**config.mk**
```make
export PLATFORM = sky130hd
export DESIGN_NAME = survivor_mem
export DESIGN_NICKNAME = d
export VERILOG_FILES = /design/src/rtl/survivor_mem.sv
export SDC_FILE = /design/constraint.sdc
export NUM_CORES = 2
export LEC_CHECK = 0
export BUFFER_PORTS_ARGS = -buffer_cell sky130_fd_sc_hd__buf_2
export CORE_MARGIN = 2
export CORE_UTILIZATION = 30
export DETAILED_ROUTE_END_ITERATION = 8
export SLEW_MARGIN = 20
export SYNTH_ARGS = -nofsm -noshare
export SYNTH_HDL_FRONTEND = slang
export SYNTH_SLANG_ARGS = --single-unit
```
**constraint.sdc**
```tcl
create_clock -name clk -period 9.1 [get_ports clk]
set_input_delay 1.82 -clock clk [delete_from_list [all_inputs] [get_ports clk]]
set_output_delay 1.82 -clock clk [all_outputs]
set_load 0.005 [all_outputs]
```
**src/rtl/survivor_mem.sv**
```systemverilog
// Circular survivor-decision store between the Viterbi ACS array and the traceback unit.
// Holds D columns of 2^M decision bits and launches one traceback per column once full.
module survivor_mem #(
    parameter int K  = 7,
    parameter int M  = K - 1,
    parameter int D  = 40,
    parameter int NS = 1 << M,
    localparam int PW = $clog2(D),
    localparam int FW = $clog2(D + 1)
) (
    input  logic          clk,
    input  logic          rst_n,
    input  logic          dec_valid,
    input  logic [NS-1:0] dec_vec,
    input  logic [M-1:0]  best_state,
    output logic [PW-1:0] wr_ptr,
    output logic [M-1:0]  s_end,
    output logic          force_state0,
    input  logic [PW-1:0] tb_time,
    input  logic [M-1:0]  tb_state,
    output logic          tb_surv_bit,
    input  logic          tb_done,
    output logic          full,
    output logic          overrun
);

    localparam logic [FW-1:0] FILL_MAX = FW'(D);
    localparam logic [PW-1:0] PTR_LAST = PW'(D - 1);
    localparam logic [PW:0]   TIME_LIM = (PW + 1)'(D);

    logic [NS-1:0] mem [D];

    logic [FW-1:0] fill;
    logic [FW-1:0] fill_nxt;
    logic          busy;
    logic          pending;
    logic          req;
    logic          launch;
    logic          busy_nxt;
    logic          pending_nxt;
    logic          overrun_nxt;

    always_comb begin
        fill_nxt = (fill == FILL_MAX) ? FILL_MAX : fill + FW'(1);
        req      = dec_valid && (fill_nxt == FILL_MAX);
    end

    // A request colliding with tb_done is queued; busy drops so the pending launch fires next edge.
    always_comb begin
        launch      = 1'b0;
        busy_nxt    = busy;
        pending_nxt = pending;
        overrun_nxt = overrun;
        if (req && !busy) begin
            launch      = 1'b1;
            busy_nxt    = 1'b1;
            pending_nxt = 1'b0;
        end else if (req) begin
            pending_nxt = 1'b1;
            overrun_nxt = 1'b1;
            if (tb_done) begin
                busy_nxt = 1'b0;
            end
        end else if (pending && (tb_done || !busy)) begin
            launch      = 1'b1;
            busy_nxt    = 1'b1;
            pending_nxt = 1'b0;
        end else if (tb_done) begin
            busy_nxt = 1'b0;
        end
    end

    always_ff @(posedge clk or negedge rst_n) begin
        if (!rst_n) begin
            wr_ptr       <= '0;
            s_end        <= '0;
            fill         <= '0;
            full         <= 1'b0;
            busy         <= 1'b0;
            pending      <= 1'b0;
            overrun      <= 1'b0;
            force_state0 <= 1'b0;
        end else begin
            if (dec_valid) begin
                wr_ptr <= (wr_ptr == PTR_LAST) ? '0 : wr_ptr + PW'(1);
                s_end  <= best_state;
                fill   <= fill_nxt;
                full   <= (fill_nxt == FILL_MAX);
            end
            busy         <= busy_nxt;
            pending      <= pending_nxt;
            overrun      <= overrun_nxt;
            force_state0 <= launch;
        end
    end

    // Decision storage carries no reset; contents are only valid once written.
    always_ff @(posedge clk) begin
        if (dec_valid) begin
            mem[wr_ptr] <= dec_vec;
        end
    end

    // Registered read port: a same-column write on this edge is not visible until the next read.
    always_ff @(posedge clk or negedge rst_n) begin
        if (!rst_n) begin
            tb_surv_bit <= 1'b0;
        end else begin
            tb_surv_bit <= ({1'b0, tb_time} < TIME_LIM) ? mem[tb_time][tb_state] : 1'b0;
        end
    end

endmodule

```
# [Word level (Yosys, flattened, before mapping)]
# Memories as Yosys holds them, arrays and structs flattened.
# Index checks and enable logic that the tools add are counted.
[totals] in_bits=86 output_inout_bits=16 reg_bits=24 memories=1 ram_bits=2560
[mem_list] memory="mem" depth=40 width=64 read_ports=1 rd_ports_with_merged_regs=0 wr=1 line="31" rtl="logic [NS-1:0] mem [D];"
[classes] n_reduce_logical=7 add_sub_neg=2 eq_ne=3 n_lt_le_gt_ge=2 muxes=17 bitwise=1
[ops] op="$eq 6x6->1 const B" n=3
[ops] op="$mux 1" n=14
[ops] op="$add 6x1->6 const B" n=2
[ops] op="$mux 6" n=2
[ops] op="$lt 6x7->1 const B" n=1
[ops] op="$bmux 1 s6" n=1
[ops] op="$lt 6x6->1 const B" n=1
[ops] op="$logic_and 1x1->1" n=3
[ops] op="$reduce_bool 3->1" n=1
[ops] op="$reduce_and 2->1" n=1
[ops] op="$logic_not 1->1" n=1
[ops] op="$logic_or 1x1->1" n=1
[ops] op="$not 1->1" n=1

# [Longest topological paths before layout]
[depth] depth_word=7 depth_mapped=16 mapped_depth_nobuf=10

# [Worst setup path after synthesis]
# OpenSTA, ideal clock, no wires.
[synth_timing] kind="in2reg" from="input dec_valid" to="memory mem[33][0] (netlist bit), enable pin" required_ns=8.456 setup_slack_ns=0.073 n_path_buf=1 t_arrival_ns=8.383 stages=3 setup_time_ns=0.644 path_cell_list="clkbuf_1 nand2_1 nor4_1"
[synth_via] elab_chain_cells=2
[synth_rtl] item="start, declared" line="13" rtl="input logic dec_valid,"
[synth_rtl] item="$mux 1" line="99" rtl="if (dec_valid) begin"
[synth_rtl] item="$mux 1 (not written as such)" line="100" rtl="mem[wr_ptr] <= dec_vec;"
[synth_rtl] item="end, declared" line="31"
# No other way between the ends.

# [Worst setup path after layout]
[layout_timing] from="input tb_time[0]" to="register tb_surv_bit"
[layout_via] elab_chain_cells=4
[layout_rtl] item="start, declared" line="19" rtl="input logic [PW-1:0] tb_time,"
[layout_rtl] item="$mem_v2 40x64"
[layout_rtl] item="$bmux 1 s6" line="109" rtl="tb_surv_bit <= ({1'b0, tb_time} < TIME_LIM) ? mem[tb_time][tb_state] : 1'b0;"
[layout_rtl] item="$mux 1 (not written as such)" line="109"
[layout_rtl] item="$mux 1 *" line="109"
[layout_rtl] item="end signal, assigned" line="109"
[layout_rtl] item="end, declared" line="21" rtl="output logic tb_surv_bit,"
# Mark *: on every way between the ends. The rest lies on a longest branch, timed or not. The select of a mux whose other input is x is not followed.
# A chain may end at the register's enable or synchronous reset.

==> summary.md <==
| Metric | Value |
|---|---|
| End point of the critical path | tb_surv_bit$_DFF_PN0_ |
| Post-CTS Hold Buffers | 0 |
| Type of destination of the critical path | register |
| Count of flip-flops with a built-in enable after synthesis | 2560 |
| All-Layer GR Usage | 17.8% |
| Multi-input gate area in the final layout | between 0.02 and 0.025 mm2 |
| Clock slew seen by the registers of the worst setup and hold paths | around 0.060 ns |
| Relative area change from synthesis to final layout | 14.5% |
| Crit path required time | around 9.9 ns |
| Footprint of the flip-flops and latches | 0.0775 mm2 |
| Total I/O pin count | 102 |
| Number of clock sinks seen by CTS | about 2600 |
| Lkg Pwr | 0.0356 uW |
| Post-synthesis async set-or-reset flop share | less than 1% |
| Post-route ant nets | 0 |
| Final Critical Period | approximately 5.4 ns |
| Share of the synthesized area in the top cell type | about three quarters |
| Post-synthesis instance total | 4530 |
| Relative slew slack | a little under a fifth |
| Post-Synthesis Net Count | approximately 4600 |
| Wire length of the first global-routing pass | 420000 um |
| Worst-skew pair later-pin latency | 0.96 ns |
| Number of synthesis warnings | 0 |
| Number of detailed-route iterations in the first pass | 5 |
| Wirelength, routed | approximately 300000 um |
| Post-Route Setup TNS | 0 ns |
| Number of placement rows | between 200 and 250 |
| DR vias/cell | ~5.5 |
| Final Core Density | between 30% and 40% |
| End of the worst register-to-register path | mem[4][23]$_DFFE_PP_ |
| Launch point of the worst hold path | overrun$_DFFE_PN0P_ |
| Result of the run | finished, final reports clean |
| Cell with the most instances after synthesis | edfxtp_1 |
| Instance area at placement | 0.106 mm2 |
| Reg2reg path depth | 4 |
| Number of port buffers | roughly 100 |
| Final Hold Vio Count | 0 |
| Worst vdd rail ir drop | around 0.22 mV |
| Die height | between 500 and 600 um |
| Filler Cell Count | roughly 30000 |
| Hold/Removal Path Class | reg2reg |
| Setup repair bufs after CTS | 0 |
| GPL Wtd Cong | approximately 0.8 |
| Synthesis-stage register bit count | between 2000 and 3000 |
| Synthesized area | about 0.1 mm2 |
| Most area-consuming cells after synthesis | edfxtp_1, mux4_2, mux2i_1 |
| Overall die width | roughly 580 um |
| Initial Util | 30.1% |
| Synthesized area per cell | about 22 um2 |
| Register area share after synthesis | approximately 77% |
| Clock buffers created by TritonCTS | around 280 |
| Maximum number of pins on one net before global-route repair | between 100 and 150 |
| Number of setup violations in the final report | 0 |
| Worst Max-Slew Pin Slew | ~1.2 ns |
| Die area | roughly 0.34 mm2 |
| Detailed router's first-iteration violation count | about 7600 |
| Setup repair after global routing missed its margin | no |
| Level count of the clock H-tree | 5 |
| Count of final max-slew check failures | 0 |
| Remaining routing DRC violations | 0 |
| Most used DFF post-synth | edfxtp_1 |
| Longest Clk Path Bufs | 4 |
| Critical path arrival | roughly 6.2 ns |
| Vias in the first global route | between 50000 and 60000 |
| Number of vias after detailed routing | just over 50000 |
| Most frequent cells after synthesis | edfxtp_1, mux4_2, nand2_1 |
| HPWL reported at the end of detailed placement | ~170000 um |
| Nets | 4902 |
| Post-route cell area | around 0.11 mm2 |
| CP Launch Point | tb_time[0] |
| Peak clock frequency supported by timing | ~190 MHz |
| Global-route congestion overflow total | 0 |
| CORE AREA | 0.333 mm2 |
| Portion of the clock cycle consumed by the worst path in the final layout | 59.2% |
| Max-cap viol count | 0 |
| Cell chosen for the clock root | clkbuf_16 |
| CTS tree | built |
| Fraction of layout cells with a size suffix above 1 | 25.2% |
| Post-synth top area cell | edfxtp_1 |
| Total of cells resized after clock tree synthesis | 0 |
| Clock skew | slightly above 0.09 ns |
| Power density over cell area | around 230 mW/mm2 |
| Critical Setup Path Class | in2reg |
| Wire length per cell after detailed routing | about 33 um |
| Yosys cell types | 75 |
| Initial antenna violation count | 56 |
| Internal reg-to-reg setup slack | between 5 and 6 ns |
| Worst r2r src | wr_ptr[2]$_DFFE_PN0P_ |
| Largest fanout on the critical path | slightly below 90 |
| CP Launch Type | input port |
| Final hold slack | 0.491 ns |
## state kept, by name, indices dropped and copies added (netlist names)
name,flops
overrun,1
mem,2560
s_end,6
wr_ptr,6
full,1
force_state0,1
fill,6
tb_surv_bit,1
busy,1
pending,1
## worst min path at each step
stage | endpoint | depth (start not counted)
floorplan | fill[5]$_DFFE_PN0P_ | 1
global placement | overrun$_DFFE_PN0P_ | 1
detailed placement | overrun$_DFFE_PN0P_ | 1
CTS | overrun$_DFFE_PN0P_ | 1
global route | overrun$_DFFE_PN0P_ | 1
finish | overrun$_DFFE_PN0P_ | 1
## final cells by class
type | instances | area share, %
inverter | 16 | 0.0567
clock buffer | 347 | 6.52
timing repair buffer | 257 | 1.70
tap | 4387 | 4.78
antenna | 13 | 0.0284
sequential | 2584 | 67.5
multi-input combinational | 1672 | 18.4
clock inverter | 129 | 0.974
## routing by layer
metal,track usage [%],vias up,wire (um)
li1,-,19900,-
met1,23.8,28100,119000
met2,28.7,3137,147000
met3,3.87,602,30600
met4,5.95,28,10400
met5,0,-,170
## placed cells by master (no fill, tap or decap), drive strengths merged, types with 25 or more instances in the layout
| cell type | n |
|---|---|
| clkinv | 100 |
| edfxtp | 2560 |
| nand3 | 36 |
| a211oi | 28 |
| a21oi | 68 |
| nor2b | 25 |
| mux2i | 164 |
| buf | 256 |
| nor2 | 87 |
| mux2 | 40 |
| mux4 | 597 |
| a22oi | 50 |
| o22ai | 40 |
| nor3 | 47 |
| nand2 | 181 |
| clkbuf | 347 |
| o21ai | 42 |
## power by group
group | internal (uW) | switching, uW | total [uW]
combinational | 600 | 1520 | 2120
sequential | 13700 | 150 | 13800
clock | 6350 | 4550 | 10900
total | 20600 | 6220 | 26800
## per-stage QoR
step / worst slack (ns) / power (uW) / cells
4_1_cts: 3.70 / 26900 / 9392
2_1_floorplan: 0.0732 / 15100 / 4530
6_report: 3.71 / 26800 / 9405
3_5_place_dp: 2.68 / 16200 / 8916
3_3_place_gp: 2.61 / 16100 / 8913
5_1_grt: 3.50 / 27500 / 9397
## kinds of logic after synthesis
logic type                 after synthesis  synth area share [%]
DFF                                   2584                  77.3
and+or+nand+nor                        465                  2.14
buffers and inverters                  274                  1.89
xor gates and xnor gates                 6                0.0525
adders and majority gates                3                0.0375
AOI/OAI and AO/OA                      397                  2.83
muxes                                  801                  15.7
## worst max-delay path, stage by stage
cell and delay [ns]:
buf_8 0.45, buf_12 0.48, buf_4 0.66, mux4_2 0.60, mux4_2 0.50, mux2i_1 0.46
o211ai_1 0.39, a41oi_2 0.30, nand4_1 0.13
No activity file was read; power rests on OpenSTA's default activity.
